<file path="src/rtl/riscv_mdu_iter.sv">
// riscv_mdu_iter: iterative RISC-V M-extension multiply/divide unit.
// Shift-add multiplier and restoring divider, one bit per cycle, sharing a
// single 2*WORD_WIDTH accumulator. Valid/ready on both sides, kill_i flushes.
// Optional feature macro: RISCV_MDU_FAST_MUL_EN selects a single-cycle array
// multiplier for MUL/MULH/MULHSU/MULHU; divides are unaffected.
module riscv_mdu_iter #(
  parameter int WORD_WIDTH = 32
) (
  input  logic                  clk,
  input  logic                  rst,
  input  logic [2:0]            op_i,
  input  logic [WORD_WIDTH-1:0] operand_a_i,
  input  logic [WORD_WIDTH-1:0] operand_b_i,
  input  logic                  valid_i,
  output logic                  ready_o,
  output logic [WORD_WIDTH-1:0] result_o,
  output logic                  valid_o,
  input  logic                  ready_i,
  input  logic                  kill_i
);

  localparam int CNT_WIDTH = $clog2(WORD_WIDTH);
  localparam logic [CNT_WIDTH-1:0] CNT_LAST = CNT_WIDTH'(WORD_WIDTH - 1);
  localparam logic [CNT_WIDTH-1:0] CNT_ONE  = CNT_WIDTH'(1);
  localparam logic [WORD_WIDTH-1:0] MOST_NEG = {1'b1, {(WORD_WIDTH-1){1'b0}}};

  typedef enum logic [2:0] {
    S_IDLE,
    S_MUL,
    S_DIV,
    S_FIXUP,
    S_DONE
  } state_t;

  state_t                    state_q, state_d;
  logic [CNT_WIDTH-1:0]      cnt_q;
  logic [2*WORD_WIDTH-1:0]   acc_q;    // product, or {remainder, quotient}
  logic [WORD_WIDTH-1:0]     opnd_q;   // multiplicand or divisor magnitude
  logic [2:0]                op_q;
  logic                      neg_q;    // apply two's-complement in FIXUP

  // ---------------------------------------------------------------------
  // Accept-time decode: signedness, magnitudes and special divide cases
  // ---------------------------------------------------------------------
  logic                  accept;
  logic                  is_div;
  logic                  a_signed, b_signed;
  logic                  sign_a, sign_b;
  logic [WORD_WIDTH-1:0] a_mag, b_mag;
  logic                  div_by_zero, div_ovf, special;
  logic [WORD_WIDTH-1:0] special_res;
  logic                  neg_res;

  // kill_i wins over a simultaneous request, so it blocks the accept here
  assign accept   = valid_i && (state_q == S_IDLE) && !kill_i;
  assign ready_o  = (state_q == S_IDLE);
  assign is_div   = op_i[2];

  assign a_signed = (op_i == 3'b001) || (op_i == 3'b010) ||
                    (op_i == 3'b100) || (op_i == 3'b110);
  assign b_signed = (op_i == 3'b001) || (op_i == 3'b100) || (op_i == 3'b110);
  assign sign_a   = a_signed && operand_a_i[WORD_WIDTH-1];
  assign sign_b   = b_signed && operand_b_i[WORD_WIDTH-1];
  // Negating the most negative value yields the same bit pattern, which is
  // exactly its unsigned magnitude, so no special handling is needed here.
  assign a_mag    = sign_a ? -operand_a_i : operand_a_i;
  assign b_mag    = sign_b ? -operand_b_i : operand_b_i;

  assign div_by_zero = is_div && (operand_b_i == '0);
  assign div_ovf     = is_div && !op_i[0] && (operand_a_i == MOST_NEG) &&
                       (operand_b_i == '1);
  assign special     = div_by_zero || div_ovf;

  // Remainder follows the dividend; quotient and product follow sign(a)^sign(b)
  assign neg_res = (is_div && op_i[1]) ? sign_a : (sign_a ^ sign_b);

  // Special-case result selection (divide by zero takes precedence)
  always_comb begin
    // NOTE: default first so every path assigns the output and no latch is inferred.
    special_res = '0;
    if (div_by_zero) begin
      special_res = op_i[1] ? operand_a_i : '1;
    end else if (div_ovf) begin
      special_res = op_i[1] ? '0 : operand_a_i;
    end
  end

`ifdef RISCV_MDU_FAST_MUL_EN
  logic [2*WORD_WIDTH-1:0] fast_prod;
  assign fast_prod = {{WORD_WIDTH{1'b0}}, a_mag} * {{WORD_WIDTH{1'b0}}, b_mag};
`endif

  // ---------------------------------------------------------------------
  // Iteration datapath
  // ---------------------------------------------------------------------
  logic [WORD_WIDTH:0]     mul_sum;
  logic [2*WORD_WIDTH-1:0] mul_next;
  logic [WORD_WIDTH:0]     div_shift, div_diff;
  logic [2*WORD_WIDTH-1:0] div_next;

  // Shift-add: low half holds the unconsumed multiplier bits, LSB first
  assign mul_sum  = {1'b0, acc_q[2*WORD_WIDTH-1:WORD_WIDTH]} +
                    (acc_q[0] ? {1'b0, opnd_q} : {(WORD_WIDTH+1){1'b0}});
  assign mul_next = {mul_sum, acc_q[WORD_WIDTH-1:1]};

  // Restoring divide: shift next dividend bit into the partial remainder;
  // bit WORD_WIDTH of the difference is the borrow (remainder < divisor).
  assign div_shift = acc_q[2*WORD_WIDTH-1:WORD_WIDTH-1];
  assign div_diff  = div_shift - {1'b0, opnd_q};
  assign div_next  = div_diff[WORD_WIDTH]
                   ? {div_shift[WORD_WIDTH-1:0], acc_q[WORD_WIDTH-2:0], 1'b0}
                   : {div_diff[WORD_WIDTH-1:0],  acc_q[WORD_WIDTH-2:0], 1'b1};

  // ---------------------------------------------------------------------
  // Sign correction and result selection for FIXUP
  // ---------------------------------------------------------------------
  logic [2*WORD_WIDTH-1:0] prod_fix;
  logic [WORD_WIDTH-1:0]   quo_fix, rem_fix, fixup_res;

  assign prod_fix = neg_q ? -acc_q : acc_q;
  assign quo_fix  = neg_q ? -acc_q[WORD_WIDTH-1:0] : acc_q[WORD_WIDTH-1:0];
  assign rem_fix  = neg_q ? -acc_q[2*WORD_WIDTH-1:WORD_WIDTH]
                          :  acc_q[2*WORD_WIDTH-1:WORD_WIDTH];

  // Pick low/high product word or quotient/remainder according to latched op
  always_comb begin
    fixup_res = '0;
    if (op_q[2]) begin
      fixup_res = op_q[1] ? rem_fix : quo_fix;
    end else if (op_q[1:0] == 2'b00) begin
      fixup_res = prod_fix[WORD_WIDTH-1:0];
    end else begin
      fixup_res = prod_fix[2*WORD_WIDTH-1:WORD_WIDTH];
    end
  end

  // ---------------------------------------------------------------------
  // FSM
  // ---------------------------------------------------------------------
  // State register
  always_ff @(posedge clk or posedge rst) begin
    if (rst) begin
      state_q <= S_IDLE;
    end else begin
      // NOTE: non-blocking assignments so every register samples pre-edge values.
      state_q <= state_d;
    end
  end

  // Next-state logic; kill_i returns to IDLE from any state
  always_comb begin
    state_d = state_q;
    if (kill_i) begin
      state_d = S_IDLE;
    end else begin
      case (state_q)
        S_IDLE: begin
          if (valid_i) begin
            if (special) begin
              state_d = S_DONE;
            end else if (is_div) begin
              state_d = S_DIV;
            end else begin
`ifdef RISCV_MDU_FAST_MUL_EN
              // Array product is captured at accept; only sign fixup remains
              state_d = S_FIXUP;
`else
              state_d = S_MUL;
`endif
            end
          end
        end
        S_MUL, S_DIV: begin
          if (cnt_q == CNT_LAST) begin
            state_d = S_FIXUP;
          end
        end
        S_FIXUP: state_d = S_DONE;
        S_DONE: begin
          if (ready_i) begin
            state_d = S_IDLE;
          end
        end
        default: state_d = S_IDLE;
      endcase
    end
  end

  // Datapath registers: operand latch, iteration, result and valid
  always_ff @(posedge clk or posedge rst) begin
    if (rst) begin
      // NOTE: every datapath register is reset so a mid-operation reset leaves no stale state.
      cnt_q    <= '0;
      acc_q    <= '0;
      opnd_q   <= '0;
      op_q     <= '0;
      neg_q    <= 1'b0;
      result_o <= '0;
      valid_o  <= 1'b0;
    end else begin
      valid_o <= (state_d == S_DONE);
      if (accept) begin
        op_q  <= op_i;
        neg_q <= neg_res;
        cnt_q <= '0;
        if (special) begin
          result_o <= special_res;
        end else if (is_div) begin
          acc_q  <= {{WORD_WIDTH{1'b0}}, a_mag};
          opnd_q <= b_mag;
        end else begin
`ifdef RISCV_MDU_FAST_MUL_EN
          acc_q  <= fast_prod;
          opnd_q <= a_mag;
`else
          acc_q  <= {{WORD_WIDTH{1'b0}}, b_mag};
          opnd_q <= a_mag;
`endif
        end
      end else if (!kill_i) begin
        case (state_q)
          S_MUL: begin
            acc_q <= mul_next;
            cnt_q <= cnt_q + CNT_ONE;
          end
          S_DIV: begin
            acc_q <= div_next;
            cnt_q <= cnt_q + CNT_ONE;
          end
          S_FIXUP: result_o <= fixup_res;
          default: ;
        endcase
      end
    end
  end

endmodule
</file>
<file path="config.mk">
export PLATFORM = sky130hd
export DESIGN_NAME = riscv_mdu_iter
export DESIGN_NICKNAME = d
export VERILOG_FILES = /design/src/rtl/riscv_mdu_iter.sv
export SDC_FILE = /design/constraint.sdc
export NUM_CORES = 1
export LEC_CHECK = 0
export BUFFER_PORTS_ARGS = -buffer_cell sky130_fd_sc_hd__buf_2
export CAP_MARGIN = 5
export CORE_MARGIN = 3
export CORE_UTILIZATION = 45
export DETAILED_ROUTE_END_ITERATION = 7
export GPL_TIMING_DRIVEN = 0
export PLACE_DENSITY_LB_ADDON = 0.12
export SETUP_SLACK_MARGIN = 0.3
export SYNTH_ARGS = -nofsm -noshare
export SYNTH_HDL_FRONTEND = slang
export SYNTH_SLANG_ARGS = --single-unit
</file>
<file path="constraint.sdc">
create_clock -name clk -period 4.5 [get_ports clk]
set_input_delay 0.9 -clock clk [delete_from_list [all_inputs] [get_ports clk]]
set_output_delay 0.9 -clock clk [all_outputs]
set_load 0.005 [all_outputs]
</file>
==> results.toml <==
[synth]
ys.flop_type = "dfrtp_1"
synth_seq_area_share = 0.237
netlist_area_mm2 = 0.0149
synth.avg_cell_area_um2 = 7.34
syn_inst = 2028
synth_edf_count = 0
yosysWarnings = 0
async_flop_share = 1.00
syn_nets = 2173
synth_seq_cells = 141
yosysUniqueCellTypes = 89

[critical_path]
rrSetupSlack_ns = 0.35
critical_path.endpoint = "acc_q[60]"
reg2reg_from = "acc_q[0]"
worstSetupStartpointType = "flip-flop"
critPathCaptureType = "flip-flop"
cp_data_required_time_ns = 4.85
cp-startpoint = "acc_q[0]"
rr_endpoint = "acc_q[60]"
path_max_fanout = 10
reg2regPathDepth = 14
arrival_ns = 4.50
critPathKind = "flip-flop to flip-flop"

[global_routing]
grt_pass1_wl_um = 97900
met1_usage = 0.519
grt_use_total = 0.367
use_met3 = 0.0953
grt-ovfl-total = 0
grt_pass1_vias = 15000
grt_max_degree = 43
grt_antenna_before_repair = 1
busiest_layer = "met2"
met2_usage = 0.533

[cells_and_area]
fin_nets = 2300
fillers = 3283
layout-area-overhead-vs-synth_pct = 12.3
n_antenna_cell = 0
fin_area_mm2 = 0.0167
drive_above_1_share = 0.0978

[floorplan]
core_area_mm2 = 0.0321
die_area_mm2 = 0.0353
ios = 106
fp-row-count = 65
die_w_um = 188
start_util = 0.464
die_y_um = 188

[clocking]
path_clk_slew_ns = 0.07
cts.htree.levels = 4
cts_tree = "done"
cts.sinks = 141
cts.path.max_buffers = 2
cts_buffers = 17
root_buffer = "clkbuf_16"
insertion_delay_ns = 0.45

[placement]
dp_slack_ns = -0.320
dp_hpwl_um = 53000
place_congestion = 0.996
placed_cell_area_mm2 = 0.0160
io_buffers = 104

[sta]
hold_viol_final = 0
whs_ns = 0.473
fin_crit_ns = 4.15
finalMaxSlewViolations = 0
max_slew_margin = 0.186
setup_violations = 0
grt_setup_unrepaired = "yes"
tightest_slew_ns = 1.21
fin_ws_ns = 0.350
skew_ns = 0.0146
fmax_mhz = 241
fin_crit_sh = 0.922

[drt]
avgViaCountPerCell = 6.40
drt-initial-drc-count = 2157
drc = 0
drt_pre_antenna_iters = 7
antenna_left = 0
wl_um = 66400
wl_per_cell_um = 25.5
vias = 16700

[outcome]
outcome = "finished clean"

[hold_path]
hold_path.class = "flip-flop to flip-flop"

[pwr]
leakagePower_nw = 7.16
p_per_area_mw_per_mm2 = 604
ir_worst_vdd_mv = 0.342

[flow_run]
drv_cap = 0
==> synthesized netlist by cell type, drive strengths merged, types with 10 or more instances <==
cell type | instances | area [um^2]
a211oi | 17 | 133
a21o | 28 | 210
a21oi | 219 | 1100
a22oi | 18 | 135
a31oi | 30 | 188
and2 | 12 | 75.1
buf | 22 | 121
clkbuf | 119 | 447
dfrtp | 141 | 3530
ha | 71 | 888
inv | 69 | 259
mux2 | 10 | 113
mux2i | 34 | 340
nand2 | 220 | 826
nand2b | 17 | 114
nand3 | 32 | 160
nand4 | 20 | 125
nor2 | 256 | 961
nor2b | 12 | 75.1
nor3 | 42 | 231
nor4 | 13 | 96.3
o211ai | 11 | 82.6
o21a | 15 | 113
o21ai | 155 | 787
o221ai | 19 | 166
o31ai | 58 | 449
o41ai | 19 | 189
or3 | 19 | 124
or4 | 14 | 116
xnor2 | 88 | 771
xor2 | 95 | 832
==> routing by layer <==
metal | wire length, um | vias to the layer above
met5 | 13 | -
met4 | 2820 | 2
met3 | 7360 | 149
met2 | 27600 | 877
met1 | 28600 | 8042
li1 | - | 7597
==> worst min path at each step <==
stage	end	startpoint	cells after the start
final	result_o[25]	result_o[25]	2
after global routing	opnd_q[17]	opnd_q[17]	2
after CTS	result_o[25]	result_o[25]	2
after detailed placement	result_o[25]	result_o[25]	2
after global placement	result_o[26]	result_o[26]	2
after floorplan	opnd_q[10]	opnd_q[10]	2
==> power by group <==
group	internal, W	switching [W]	leakage (nW)
combinational	0.00227	0.00404	5.09
sequential	0.00168	0.000574	1.77
clock	0.000854	0.000680	0.295
total	0.00480	0.00529	7.16
==> critical path: stages (launching register included) <==
cell and delay (ns):
dfrtp_2 0.50, inv_1 0.22, buf_2 0.28, nor2_1 0.09, ha_1 0.27, clkbuf_1 0.20
a211oi_1 0.28, nor2_1 0.10, o41a_1 0.37, a21oi_2 0.26, a211oi_1 0.20, a2111oi_2 0.59
o21ai_0 0.24, mux2i_1 0.19, o31ai_1 0.27
==> placed cells by master, fill, tap and decap left out, drive strengths merged, types with 17 or more instances in the layout <==
cell and count:
nand3 32, inv 75, buf 131, nand2 220
dfrtp 141, ha 71, a211oi 17, o21ai 155
clkbuf 136, nor3 42, xnor2 88, mux2i 34
a22oi 18, xor2 95, nor2 256, or3 19
a21o 28, o221ai 19, o31ai 58, a21oi 219
a31oi 30, nand2b 17, nand4 20, o41ai 19
==> cell type report <==
| class | count | area [um^2] | share of cell area |
|---|---|---|---|
| Multi-Input combinational cell | 1677 | 10600 | 0.634 |
| Sequential cell | 141 | 3530 | 0.211 |
| Timing Repair Buffer | 108 | 588 | 0.0352 |
| Buffer | 141 | 581 | 0.0347 |
| Tap cell | 435 | 544 | 0.0325 |
| Clock buffer | 18 | 439 | 0.0263 |
| Inverter | 69 | 263 | 0.0157 |
| Clock inverter | 14 | 175 | 0.0105 |
==> metrics by stage <==
| step | utilization | TNS [ns] | total power [W] | cells |
|---|---|---|---|---|
| global placement | 0.497 | -4.67 | 0.00827 | 2567 |
| finish | 0.521 | 0 | 0.0101 | 2603 |
| detailed placement | 0.499 | -6.29 | 0.00830 | 2570 |
| CTS | 0.519 | 0 | 0.00986 | 2602 |
| floorplan | - | 0 | 0.00631 | 2028 |
| global route | 0.521 | 0 | 0.0107 | 2603 |
==> timing repair <==
item                       4_1_cts  5_1_grt
buffers inserted                 0        1
hold buffers                     0        0
setup endpoints to repair       39       50
resized for setup                8       20
pin swaps                        0        1
==> registers in the layout (all words and copies together) (netlist names) <==
name      flops
acc_q        64
opnd_q       32
result_o     32
cnt_q         5
op_q          3
state_q       3
neg_q         1
valid_o       1
==> kinds of logic after synthesis <==
family,synth area share
DFF,0.237
adders and majority gates,0.0623
muxes,0.0304
xor gates and xnor gates,0.108
AOI/OAI and AO/OA,0.290
buffers and inverters,0.0555
and+or+nand+nor,0.217
Power figures use the tool's default switching activity.
